--- src/rtl/pic_ack_sequencer.sv ---
// INTA# acknowledge sequencer for an 8259-style PIC: walks IDLE/ACK1/ACK2,
// issues ISR set/clear pulses, drives the vector byte and cascade ID lines.
module pic_ack_sequencer #(
  parameter logic [2:0] SPURIOUS_LEVEL = 3'd7
) (
  input  logic       clock,
  input  logic       reset,
  input  logic       interrupt_acknowledge_n,
  input  logic       write_initial_command_word_1,
  input  logic       single_or_cascade_config,
  input  logic       cascade_slave,
  input  logic       cascade_slave_enable,
  input  logic       auto_eoi_config,
  input  logic [7:0] cascade_device_config,
  input  logic [4:0] interrupt_vector_base,
  input  logic [7:0] highest_level_request,
  output logic [1:0] control_state,
  output logic [7:0] acknowledge_interrupt,
  output logic [7:0] in_service_set,
  output logic [7:0] end_of_interrupt_clear,
  output logic       out_control_logic_data,
  output logic [7:0] control_logic_data,
  output logic [2:0] cascade_out,
  output logic       cascade_out_enable,
  output logic       end_of_acknowledge_sequence
);

  typedef enum logic [1:0] {
    ST_IDLE = 2'b00,
    ST_ACK1 = 2'b01,
    ST_ACK2 = 2'b10
  } state_t;

  state_t     r_state,  w_state_next;
  logic       r_inta_prev;
  logic       r_isr_issued, w_isr_issued_next;
  logic [7:0] r_ack,      w_ack_next;
  logic [7:0] r_isr_set,  w_isr_set_next;
  logic [7:0] r_eoi_clr,  w_eoi_clr_next;
  logic       r_eoa,      w_eoa_next;
  logic       r_data_oe,  w_data_oe_next;
  logic [7:0] r_data,     w_data_next;
  logic [2:0] r_cas_out,  w_cas_out_next;
  logic       r_cas_en,   w_cas_en_next;

  logic       w_fall, w_rise, w_owned, w_slave_level;
  logic [2:0] w_irq_index;

  function automatic logic [2:0] encode_level(input logic [7:0] level);
    logic [2:0] idx;
    idx = SPURIOUS_LEVEL;
    for (int i = 0; i < 8; i++) begin
      if (level[i]) idx = 3'(i);
    end
    return idx;
  endfunction

  assign w_fall = r_inta_prev & ~interrupt_acknowledge_n;
  assign w_rise = ~r_inta_prev & interrupt_acknowledge_n;

  always_comb begin
    // NOTE: every always_comb target gets a default first so no path can infer a latch.
    w_state_next      = r_state;
    w_ack_next        = r_ack;
    w_isr_issued_next = r_isr_issued;
    w_isr_set_next    = 8'h00;
    w_eoi_clr_next    = 8'h00;
    w_eoa_next        = 1'b0;

    if (write_initial_command_word_1) begin
      w_state_next      = ST_IDLE;
      w_ack_next        = 8'h00;
      w_isr_issued_next = 1'b0;
    end else begin
      unique case (r_state)
        ST_IDLE: if (w_fall) begin
          w_state_next      = ST_ACK1;
          w_ack_next        = highest_level_request;
          w_isr_issued_next = 1'b0;
        end
        ST_ACK1: if (w_fall) begin
          w_state_next = ST_ACK2;
        end else if (w_rise && (r_ack != 8'h00)
                     && (!cascade_slave || cascade_slave_enable)) begin
          w_isr_set_next    = r_ack;
          w_isr_issued_next = 1'b1;
        end
        ST_ACK2: if (w_rise) begin
          w_state_next = ST_IDLE;
          w_eoa_next   = 1'b1;
          if (auto_eoi_config && r_isr_issued) w_eoi_clr_next = r_ack;
        end
        default: w_state_next = ST_IDLE;
      endcase
    end

    // Everything below looks at the level that will be latched next cycle.
    w_irq_index   = encode_level(w_ack_next);
    w_slave_level = |(w_ack_next & cascade_device_config);
    if (single_or_cascade_config) w_owned = 1'b1;
    else if (cascade_slave)       w_owned = cascade_slave_enable;
    else                          w_owned = ~w_slave_level;

    w_data_oe_next = (w_state_next == ST_ACK2) && !interrupt_acknowledge_n && w_owned;
    w_cas_en_next  = (w_state_next != ST_IDLE) && !single_or_cascade_config
                     && !cascade_slave && w_slave_level;
    w_cas_out_next = w_cas_en_next ? w_irq_index : 3'b000;

    if (write_initial_command_word_1)  w_data_next = 8'h00;
    else if (w_state_next != ST_IDLE)  w_data_next = {interrupt_vector_base, w_irq_index};
    else                               w_data_next = r_data;
  end

  always_ff @(posedge clock) begin
    // NOTE: sequential state uses non-blocking assignments so all registers update together.
    if (reset) begin
      r_state      <= ST_IDLE;
      r_inta_prev  <= 1'b1;
      r_isr_issued <= 1'b0;
      r_ack        <= 8'h00;
      r_isr_set    <= 8'h00;
      r_eoi_clr    <= 8'h00;
      r_eoa        <= 1'b0;
      r_data_oe    <= 1'b0;
      r_data       <= 8'h00;
      r_cas_out    <= 3'b000;
      r_cas_en     <= 1'b0;
    end else begin
      r_state      <= w_state_next;
      r_inta_prev  <= interrupt_acknowledge_n;
      r_isr_issued <= w_isr_issued_next;
      r_ack        <= w_ack_next;
      r_isr_set    <= w_isr_set_next;
      r_eoi_clr    <= w_eoi_clr_next;
      r_eoa        <= w_eoa_next;
      r_data_oe    <= w_data_oe_next;
      r_data       <= w_data_next;
      r_cas_out    <= w_cas_out_next;
      r_cas_en     <= w_cas_en_next;
    end
  end

  assign control_state               = r_state;
  assign acknowledge_interrupt       = r_ack;
  assign in_service_set              = r_isr_set;
  assign end_of_interrupt_clear      = r_eoi_clr;
  assign out_control_logic_data      = r_data_oe;
  assign control_logic_data          = r_data;
  assign cascade_out                 = r_cas_out;
  assign cascade_out_enable          = r_cas_en;
  assign end_of_acknowledge_sequence = r_eoa;

endmodule

--- config.mk ---
export PLATFORM = sky130hd
export DESIGN_NAME = pic_ack_sequencer
export DESIGN_NICKNAME = d
export VERILOG_FILES = /design/src/rtl/pic_ack_sequencer.sv
export SDC_FILE = /design/constraint.sdc
export NUM_CORES = 1
export LEC_CHECK = 0
export CAP_MARGIN = 40
export CORE_ASPECT_RATIO = 1.25
export CORE_MARGIN = 2
export CORE_UTILIZATION = 47
export CTS_BUF_LIST = sky130_fd_sc_hd__clkbuf_8
export DETAILED_ROUTE_END_ITERATION = 8
export MAX_ROUTING_LAYER = met4
export PLACE_DENSITY = 0.86
export SETUP_SLACK_MARGIN = 0.15
export SKIP_CTS_REPAIR_TIMING = 1
export SYNTH_ARGS = -nofsm -noshare
export SYNTH_HDL_FRONTEND = slang
export SYNTH_SLANG_ARGS = --single-unit
--- constraint.sdc ---
create_clock -name clock -period 5.7 [get_ports clock]
set_input_delay 0.57 -clock clock [delete_from_list [all_inputs] [get_ports clock]]
set_output_delay 0.57 -clock clock [all_outputs]
set_load 0.01 [all_outputs]
After elaboration in Yosys (flattened, before gate mapping)
Index checks and enable logic that the tools add are counted.
{"block": "classes", "mux": 23, "reduce_logical": 23, "n_eq_ne": 6, "bitwise": 12}
{"cell": "$mux 3", "count": 8}
{"cell": "$mux 8", "count": 3}
{"cell": "$reduce_or 5->1", "count": 2}
{"cell": "$not 1->1", "count": 9}
{"cell": "$and 8x8->8", "count": 1}
{"cell": "$logic_and 1x1->1", "count": 8}
{"cell": "$mux 2", "count": 4}
{"cell": "$reduce_bool 8->1", "count": 1}
{"cell": "$reduce_or 8->1", "count": 1}
{"cell": "$mux 1", "count": 6}
{"cell": "$ne 2x2->1 const B", "count": 3}
{"cell": "$pmux 2 s3", "count": 1}
{"cell": "$eq 2x2->1 const B", "count": 2}
{"cell": "$reduce_and 4->1", "count": 1}
{"cell": "$reduce_bool 2->1", "count": 2}
{"cell": "$reduce_or 2->1", "count": 2}
{"cell": "$logic_not 1->1", "count": 3}
{"cell": "$reduce_or 3->1", "count": 1}
{"cell": "$and 1x1->1", "count": 2}
{"cell": "$eq 2x1->1 const B", "count": 1}
{"cell": "$logic_not 2->1", "count": 1}
{"cell": "$pmux 1 s2", "count": 1}
{"cell": "$logic_or 1x1->1", "count": 1}
{"block": "word_totals", "input_bits": 29, "elab_cells": 75, "register_bits": 42, "out_inout_bits": 40}

Logic depth before layout (Yosys ltp)
Gate-level depths: netlist of run 1.
{"block": "depth", "depth_word": 13, "ltp_mapped": 8, "mapped_depth_nobuf": 5}

Worst setup path after synthesis of run 1
Ideal clock, no wire load.
{"block": "synth_timing", "kind": "input-to-reg", "start": "in interrupt_acknowledge_n", "end": "reg r_data_oe (netlist: out_control_logic_data)", "slack_ps": 3514, "n_path_buf": 1, "stages": 6, "t_required_ps": 5597, "setup_time_ps": 103, "arrival_ps": 2082, "path_cell_list": "or4b_1 buf_2 mux2_4 a32oi_1 nand2_1 a2111oi_2"}
{"block": "synth_between", "elab_chain_len": 11, "elab_cells_between_ends": 20, "cone_classes": "eq/ne: 1; mux: 10; bitwise: 5; reduce/logical: 4"}
{"element": "start: declaration", "line_no": "8", "rtl": "input logic interrupt_acknowledge_n,"}
{"element": "$not 1->1", "line_no": "58", "rtl": "assign w_fall = r_inta_prev & ~interrupt_acknowledge_n;"}
{"element": "$and 1x1->1", "line_no": "58"}
{"element": "$mux 8", "line_no": "76", "rtl": "ST_IDLE: if (w_fall) begin"}
{"element": "$mux 8", "line_no": "75", "rtl": "unique case (r_state)"}
{"element": "$mux 8", "line_no": "70", "rtl": "if (write_initial_command_word_1) begin"}
{"element": "$and 8x8->8", "line_no": "99", "rtl": "w_slave_level = |(w_ack_next & cascade_device_config);"}
{"element": "$reduce_or 8->1", "line_no": "99"}
{"element": "$not 1->1", "line_no": "102", "rtl": "else w_owned = ~w_slave_level;"}
{"element": "$mux 1", "line_no": "101", "rtl": "else if (cascade_slave) w_owned = cascade_slave_enable;"}
{"element": "$mux 1", "line_no": "100", "rtl": "if (single_or_cascade_config) w_owned = 1'b1;"}
{"element": "$logic_and 1x1->1 (*)", "line_no": "104", "rtl": "w_data_oe_next = (w_state_next == ST_ACK2) && !interrupt_acknowledge_n && w_owned;"}
{"element": "end signal: assignment", "line_no": "136", "rtl": "r_data_oe <= w_data_oe_next;"}
{"element": "end: declaration", "line_no": "41", "rtl": "logic r_data_oe, w_data_oe_next;"}
Every way passes the cells marked *; elsewhere a longest branch is shown, timed or not.
A chain may end at the register's enable or synchronous reset.

Worst setup path in the final report of run 1
{"block": "layout_timing", "start": "in interrupt_acknowledge_n", "end": "reg r_data[2] (netlist: control_logic_data[2])"}
{"block": "layout_between", "elab_chain_len": 13, "elab_cells_between_ends": 20, "cone_classes": "mux: 16; bitwise: 3; reduce/logical: 1"}
{"element": "$not 1->1", "line_no": "58"}
{"element": "$and 1x1->1", "line_no": "58"}
{"element": "$mux 8", "line_no": "76"}
{"element": "$mux 8", "line_no": "75"}
{"element": "$mux 8", "line_no": "70"}
{"element": "$mux 3 (8 in a row)", "line_no": "53", "rtl": "if (level[i]) idx = 3'(i);"}
{"element": "end signal: assignment", "line_no": "137", "rtl": "r_data <= w_data_next;"}
{"element": "end: declaration", "line_no": "42", "rtl": "logic [7:0] r_data, w_data_next;"}
Several ways; a longest one is shown, not always the timed one.

==> impl_summary.md, run 1 <==
Layout
Cells fill 71.8% of the core in the end. The share of cells above drive strength 1 is 5.38%. The area growth from synthesis to layout is 47.3%. The number of antenna diodes in the final layout is 0. The number of filler cells placed in the layout is around 270. At the end of the flow, the number of nets in the layout was 288.

Die
The horizontal die dimension is 57.8 um. The die is 71.2 um tall. The effective utilization at floorplan is about half. 69 I/O pins were placed. Row generation in the floorplan step produced 24 rows. The total die area is a little over 4000 um^2. The core region is 3480 um^2.

Worst setup path
The worst setup path is launched from a primary input. The startpoint identified for the worst register-to-register timing path is r_inta_prev. The setup slack on the worst flop-to-flop path is around 3300 ps. At the worst endpoint, the arrival time is 3030 ps. STA puts the critical path data required time at 5880 ps. The end of the worst register-to-register path is control_logic_data[2].

The largest fanout on the critical path is 15. The worst setup path is captured at a flop. The worst register-to-register path has a depth of 4. By startpoint and endpoint, the worst setup path is classified as in -> reg.

STA
The final number of max-transition violations is 0. Hold is met by ~460 ps. Derived from the worst setup path, the maximum achievable clock frequency is approximately 350 MHz.

The number of hold violations in the final report came to 0. Setup violations remaining at the end of the flow were counted as 0. Adding up every negative setup slack in the final design gives 0 ps.

The final critical delay including setup and external delays is 2850 ps. For the pin with the worst max-slew slack, the measured transition is just over 700 ps. Dividing the final minimum period by the clock period gives 50.0%.

The final worst setup slack is 2850 ps. The worst max-slew margin expressed relative to the limit is 51.7%. The worst clock skew on the final layout is ~6.9 ps. Setup repair after global routing left no endpoint under its margin.

Yosys
The area fraction in compound gates after synthesis is 18.4%. The synthesized netlist occupies a cell area of between 1500 and 2000 um^2. After Yosys synthesis, and, or, nand and nor cells account for 27.6% of the synthesized area. The part of the Yosys area used for sequential elements is 49.5%.

Yosys printed 0 warnings. The synthesized netlist devotes 0% of its cell area to adder and majority cells. Synthesis inferred between 40 and 50 register bits. The netlist uses between 40 and 50 different library cells. Measured against the total synthesized area, the mux share comes to 0.884%. After technology mapping, the gate count stands at 190. The dominant combinational cell family by area after synthesis is simple AND/OR/NAND/NOR gates. Averaged over all synthesized cells, the footprint is between 8 and 9 um^2.

The share of the synthesized netlist area taken by xor and xnor gates is 1.03%. The post-synth net total is 219.

Routing
The final antenna-violating net count is 0. The DRC violations left is 0. In the routed layout, each cell is associated on average with a via count of 5.48. The total number of vias is 1639. The first routing iteration left 54 violations. Wires add up to 4350 um.

Dividing the detail-routed wire length by the instance count gives 14.5 um. The first-pass detailed-route iteration total is 4.

Place
The routability congestion estimate from global placement is between 0.9 and 1. The post-detailed-placement half-perimeter wirelength is 3330 um. The count of input and output buffers is between 60 and 70. The worst slack at placement is roughly 2600 ps.

Clock tree
TritonCTS built the clock tree. The number of sinks on the clock net is 42. The clock insertion delay at the later pin of the skew report is 290 ps.

The worst-case clock buffer depth is 2. In this run, CTS created clock tree buffers numbering 5. The tree is rooted in a clkbuf_8. CTS built an H-tree with a depth of 2.

After clock tree synthesis, the clock-pin slew on the worst setup and hold paths is around 70 ps.

Worst hold path
The worst hold path passes through 2 cells. The path class of the tightest hold or removal check is reg -> reg. For hold timing, the worst endpoint is control_logic_data[4].

The source of the worst hold timing path is control_logic_data[4].

Power and ir drop
The maximum ir drop on the vdd rail is 0.247 mV. Power comes to 0.000573 W. In this run the power density over the cells is 229 nW/um^2.

Summed over all cells, the static leakage comes to 0.926 nW.

Status
The run finished with clean final reports.

GRT
The via count of the first global-routing pass came to around 1600. After global routing the overflow that remains totals 0. The number of antenna violations at the first check in global routing was 0. The wire length of the first global-routing pass is 7230 um. Entering global routing, the biggest net connects 18 pins. Across every metal layer, demand over resource in global routing totals 23.5%.

Job
The number of violations of the max-capacitance limit is 0.
[final cells by class]
type                    count  area (um^2)  share of cell area [%]
inverters                   3         11.3                   0.450
repair buffers             69          688                    27.5
flip-flops and latches     42          841                    33.6
clock inverters             2         8.76                   0.350
well taps                  39         48.8                    1.95
multi-input cells         138          821                    32.8
clock buffers               6         82.6                    3.30
[cell families after synthesis]
| group | count (synthesis) |
|---|---|
| xor gates and xnor gates | 2 |
| muxes | 1 |
| and+or+nand+nor | 89 |
| DFF | 42 |
| AOI/OAI and AO/OA | 46 |
| buffers and inverters | 10 |
[critical path: stages]
cell             delay, ps
clkdlybuf4s50_1        540
or4b_1                 840
o311ai_0               670
o211ai_1               210
o21ba_1                210
[registers in the layout (all words and copies together) (netlist names)]
register	cells
out_control_logic_data	1
in_service_set	8
cascade_out_enable	1
end_of_interrupt_clear	8
control_logic_data	8
r_isr_issued	1
r_inta_prev	1
control_state	2
end_of_acknowledge_sequence	1
acknowledge_interrupt	8
cascade_out	3
[worst max path at each step]
stage	start	endpoint	slack [ps]	cells after the start
after CTS	interrupt_acknowledge_n	control_logic_data[2]	2850	5
final	interrupt_acknowledge_n	control_logic_data[2]	2850	5
after global placement	interrupt_acknowledge_n	cascade_out[0]	2690	6
after global routing	interrupt_acknowledge_n	control_logic_data[2]	2600	5
after floorplan	interrupt_acknowledge_n	out_control_logic_data	3510	6
after detailed placement	interrupt_acknowledge_n	control_logic_data[2]	2580	5
[routing by layer]
metal	part of all wire, %	global-route usage (%)	up-vias
li1	-	-	807
met1	42	26.0	747
met2	50	39.8	75
met3	6.5	4.39	10
met4	2.0	11.6	0
met5	0	-	-
[Yosys cell counts, drive strengths merged]
cell     instances  area (um^2)
o21ba            2         20.0
a211oi           3         22.5
or3              4         25.0
nand2b           2         12.5
mux2             1         15.0
nand4            1         6.26
inv              3         11.3
a2111oi          1         15.0
a21o             2         15.0
or4              1         7.51
nor4b            1         8.76
a31oi            1         6.26
dfxtp           42          841
o311ai           3         26.3
nand3b           2         15.0
and2            18          113
clkbuf           5         18.8
nand2           25         93.8
a22oi            6         45.0
buf              2         12.5
a21boi           1         7.51
nor2b            8         50.1
xnor2            2         17.5
o21bai           1         7.51
a32oi            1         8.76
or2              2         12.5
nor4             1         6.26
o211ai           3         22.5
nor2             8         30.0
o21a             1         7.51
nor3             8         40.0
o41ai            1         8.76
or4b             1         10.0
and3             3         18.8
a21oi           16         80.1
o21ai            4         20.0
nand3            4         20.0
[metrics by stage]
step | instance area [um^2] | std cells
after global routing | 2500 | 299
after detailed placement | 2410 | 291
after global placement | 2400 | 290
after CTS | 2500 | 299
after floorplan | 1700 | 190
final | 2500 | 299
[layout by cell type (no fill, tap or decap), types with 2 or more instances in the layout]
master / instances
a21oi_1: 16
a22oi_1: 6
nand3b_1: 2
and2_1: 18
a211oi_1: 3
and3_1: 3
o311ai_0: 2
o211ai_1: 3
a21o_1: 2
or2_2: 2
nor2_1: 8
nand2_1: 25
clkdlybuf4s50_1: 68
nor3_1: 8
clkbuf_8: 6
o21ai_0: 3
inv_1: 4
xnor2_1: 2
nand3_1: 4
nor2b_1: 8
dfxtp_1: 42
nand2b_1: 2
or3_1: 4
[power breakdown]
group	switching, W	internal, W	leakage [nW]	total [W]
Combinational	0.0000376	0.0000418	0.534	0.0000794
Clock	0.0000944	0.0000959	0.0524	0.000190
Sequential	0.00000593	0.000298	0.340	0.000304
Power figures use the tool's default switching activity.
==> inputs of run 2 (changes only) <==
- CORE_UTILIZATION: 47 -> 44
- PLACE_DENSITY: 0.86 -> 0.82
- clock period: 5.7 -> 2.7 ns (I/O delays scaled with it)
==> impl_summary.md, run 2 (same netlist as run 1, synthesis figures left out) <==
Status
Status: complete, no violations (unchanged).

Worst setup path
The delay of the slowest cell on the worst path is 630 ps (was 840 ps). The kind of cell with the highest combined delay on the critical path is compound AO/OA/AOI/OAI gates (unchanged). The critical path's slowest cell is or4b_1 (unchanged). The nature of the critical path startpoint is a flop (was primary input). The required time of the worst setup path is 2920 ps (was 5880 ps). The largest fanout on the critical path is 9 (was 15). Series of cell instances along the critical path: or4b_1, mux2_4, a32oi_1, a211oi_1, a21boi_0 (was clkdlybuf4s50_1, or4b_1, o311ai_0, o211ai_1, o21ba_1). The count of buffering cells on the critical path with inverters included is 0 (was 1). The data arrival time at the worst-slack endpoint came to 2470 ps (was 3030 ps).

The critical setup path kind is reg -> reg (was in -> reg). The nature of the critical path endpoint is a flop (unchanged).

Die
The horizontal die dimension is 59.6 um (was 57.8 um). The total die area is 4370 um^2 (was 4110 um^2). The effective utilization at floorplan is 45.2% (was 48.7%).

The floorplan die height is 73.5 um (was 71.2 um). The number of core rows is 25 (was 24). The area of the core was 3750 um^2 (was 3480 um^2). The number of top-level pins is 69 (unchanged).

STA
The final number of max-transition violations was 0 (unchanged). The clock period could shrink to ~2300 ps. RSZ-0062 raised after global routing: no (unchanged). The number of hold violations in the final report is 0 (unchanged). The worst clock skew on the final layout was 5.01 ps (was 6.88 ps).

The final-report setup violation count is 0 (unchanged). The share of the clock period used by the worst path is a little over four fifths. The transition time of the tightest slew-check pin was 495 ps (was 718 ps).

Static timing analysis puts the maximum clock frequency at 444 MHz. The post-route setup TNS came to 0 ps (unchanged). The worst max-slew margin expressed relative to the limit is 66.6% (was 51.7%). The final worst setup slack is 447 ps (was 2850 ps).

Clock tree
The clock insertion delay at the later pin of the skew report is 290 ps (about the same). The number of CTS-inserted buffers was 5 (unchanged). The number of H-tree branching levels is 2 (unchanged).

The buffer cell driving the clock tree root is clkbuf_8 (unchanged). The clock-pin slew reported for the worst setup and hold paths after clock tree synthesis is 70 ps (about the same). The TritonCTS clock tree is yes (unchanged). The worst-case clock buffer depth is 2 (unchanged).

The number of sinks on the clock net is 42 (unchanged).

GRT
The global route total overflow is 0 (unchanged). The total routing usage reported by global routing is 23.7% (was 23.5%). The met2 track demand over resource in global routing came to 38.2% (was 39.8%). The via count of the first global-routing pass was 1599 (was 1631).

The wire length of the first global-routing pass is 7590 um (was 7230 um). The largest net degree at the start of global routing is 18 (unchanged). The global routing usage on met3 is 6.34% (was 4.39%). The most heavily used metal layer in global routing is met2 (unchanged). The global routing usage on met1 came to 27.8% (was 26.0%).

The number of antenna violations at the first check in global routing is 0 (unchanged).

Layout
The share of cells above drive strength 1 is 7.20% (was 5.38%). The final cell count without fillers is 304 (was 299). The area growth from synthesis to layout is 50.8% (was 47.3%).

The leading cell type in the layout, fill and taps excluded is clkdlybuf4s50_1 (unchanged). The number of nets in the finished design was 293 (was 288). The number of diodes is 0 (unchanged). Highest-count cells in the layout ignoring fill and taps: clkdlybuf4s50_1 (68), dfxtp_1 (42), nand2_1 (25), and2_1 (18), a21oi_1 (16) (unchanged).

Routing
The total number of vias is 1667 (was 1639). The first-pass detailed-route iteration total was 8 (was 4). The final antenna-violating net count came to 0 (unchanged).

The total length of routed wires is 4530 um (was 4350 um). The initial detailed-routing violation count is 65 (was 54). The post-detailed-route via-to-cell ratio is 5.48 (about the same).

The DRC violations left is 0 (unchanged). The routed length per placed instance is 14.9 um (was 14.5 um).

Place
The worst slack at placement came to 200 ps (was 2580 ps). The post-detailed-placement half-perimeter wirelength is 3370 um (was 3330 um). The count of input and output buffers was 68 (unchanged). The routability congestion estimate from global placement is 0.921 (was 0.909). The cell count after placement was 297 (was 291).

Power and ir drop
The maximum ir drop on the vdd rail is 0.366 mV (was 0.247 mV). The leakage dissipation is 0.955 nW (was 0.926 nW). The power density over cell area is 512 nW/um^2 (was 229 nW/um^2). The sum of internal, switching and leakage power is 0.00131 W (was 0.000573 W).

Job
The number of violations of the max-capacitance limit is 0 (unchanged).

Worst hold path
The kind of path behind the tightest hold check is reg -> reg (unchanged).
==> run 2: layer usage <==
metal	part of all wire [%]	vias up
li1	-	819
met1	42	766
met2	49	74
met3	6.7	8
met4	1.8	0
met5	0	-
==> run 2: worst reg2reg max path: stages, from the launching register on <==
cell and delay [ps]:
dfxtp_1 500, or4b_1 630, mux2_4 260, a32oi_1 130, a211oi_1 430, a21boi_0 230
==> run 2: cell type report <==
class	instances	area, um^2
fillers	306	1190
clock inverters	1	30.0
flip-flops and latches	42	841
multi-input cells	138	821
clock buffers	6	82.6
inverters	3	11.3
well taps	40	50.0
repair buffers	74	726
==> run 2: worst paths after layout <==
check | start | endpoint | slack [ps] | depth (start not counted)
worst min-delay path | control_logic_data[5] | control_logic_data[5] | 450 | 2
worst max-delay path | r_inta_prev | cascade_out[1] | 450 | 5
worst min register to register | control_logic_data[5] | control_logic_data[5] | 450 | 2
worst max register to register | r_inta_prev | cascade_out[1] | 450 | 5
==> run 2: power by group <==
part	leakage, nW	switching, W	total, W	internal (W)
Combinational	0.558	0.0000795	0.000173	0.0000931
Sequential	0.340	0.0000134	0.000642	0.000629
Clock	0.0573	0.000201	0.000496	0.000296
Total	0.955	0.000294	0.00131	0.00102
==> run 2: per-stage QoR <==
step | utilization [%] | cell area, um^2 | hold WS, ps
detailed placement | 65.2 | 2450 | 448
global route | 68.2 | 2560 | 494
global placement | 65.2 | 2450 | 441
floorplan | - | 1700 | 374
CTS | 68.2 | 2560 | 457
finish | 68.2 | 2560 | 453
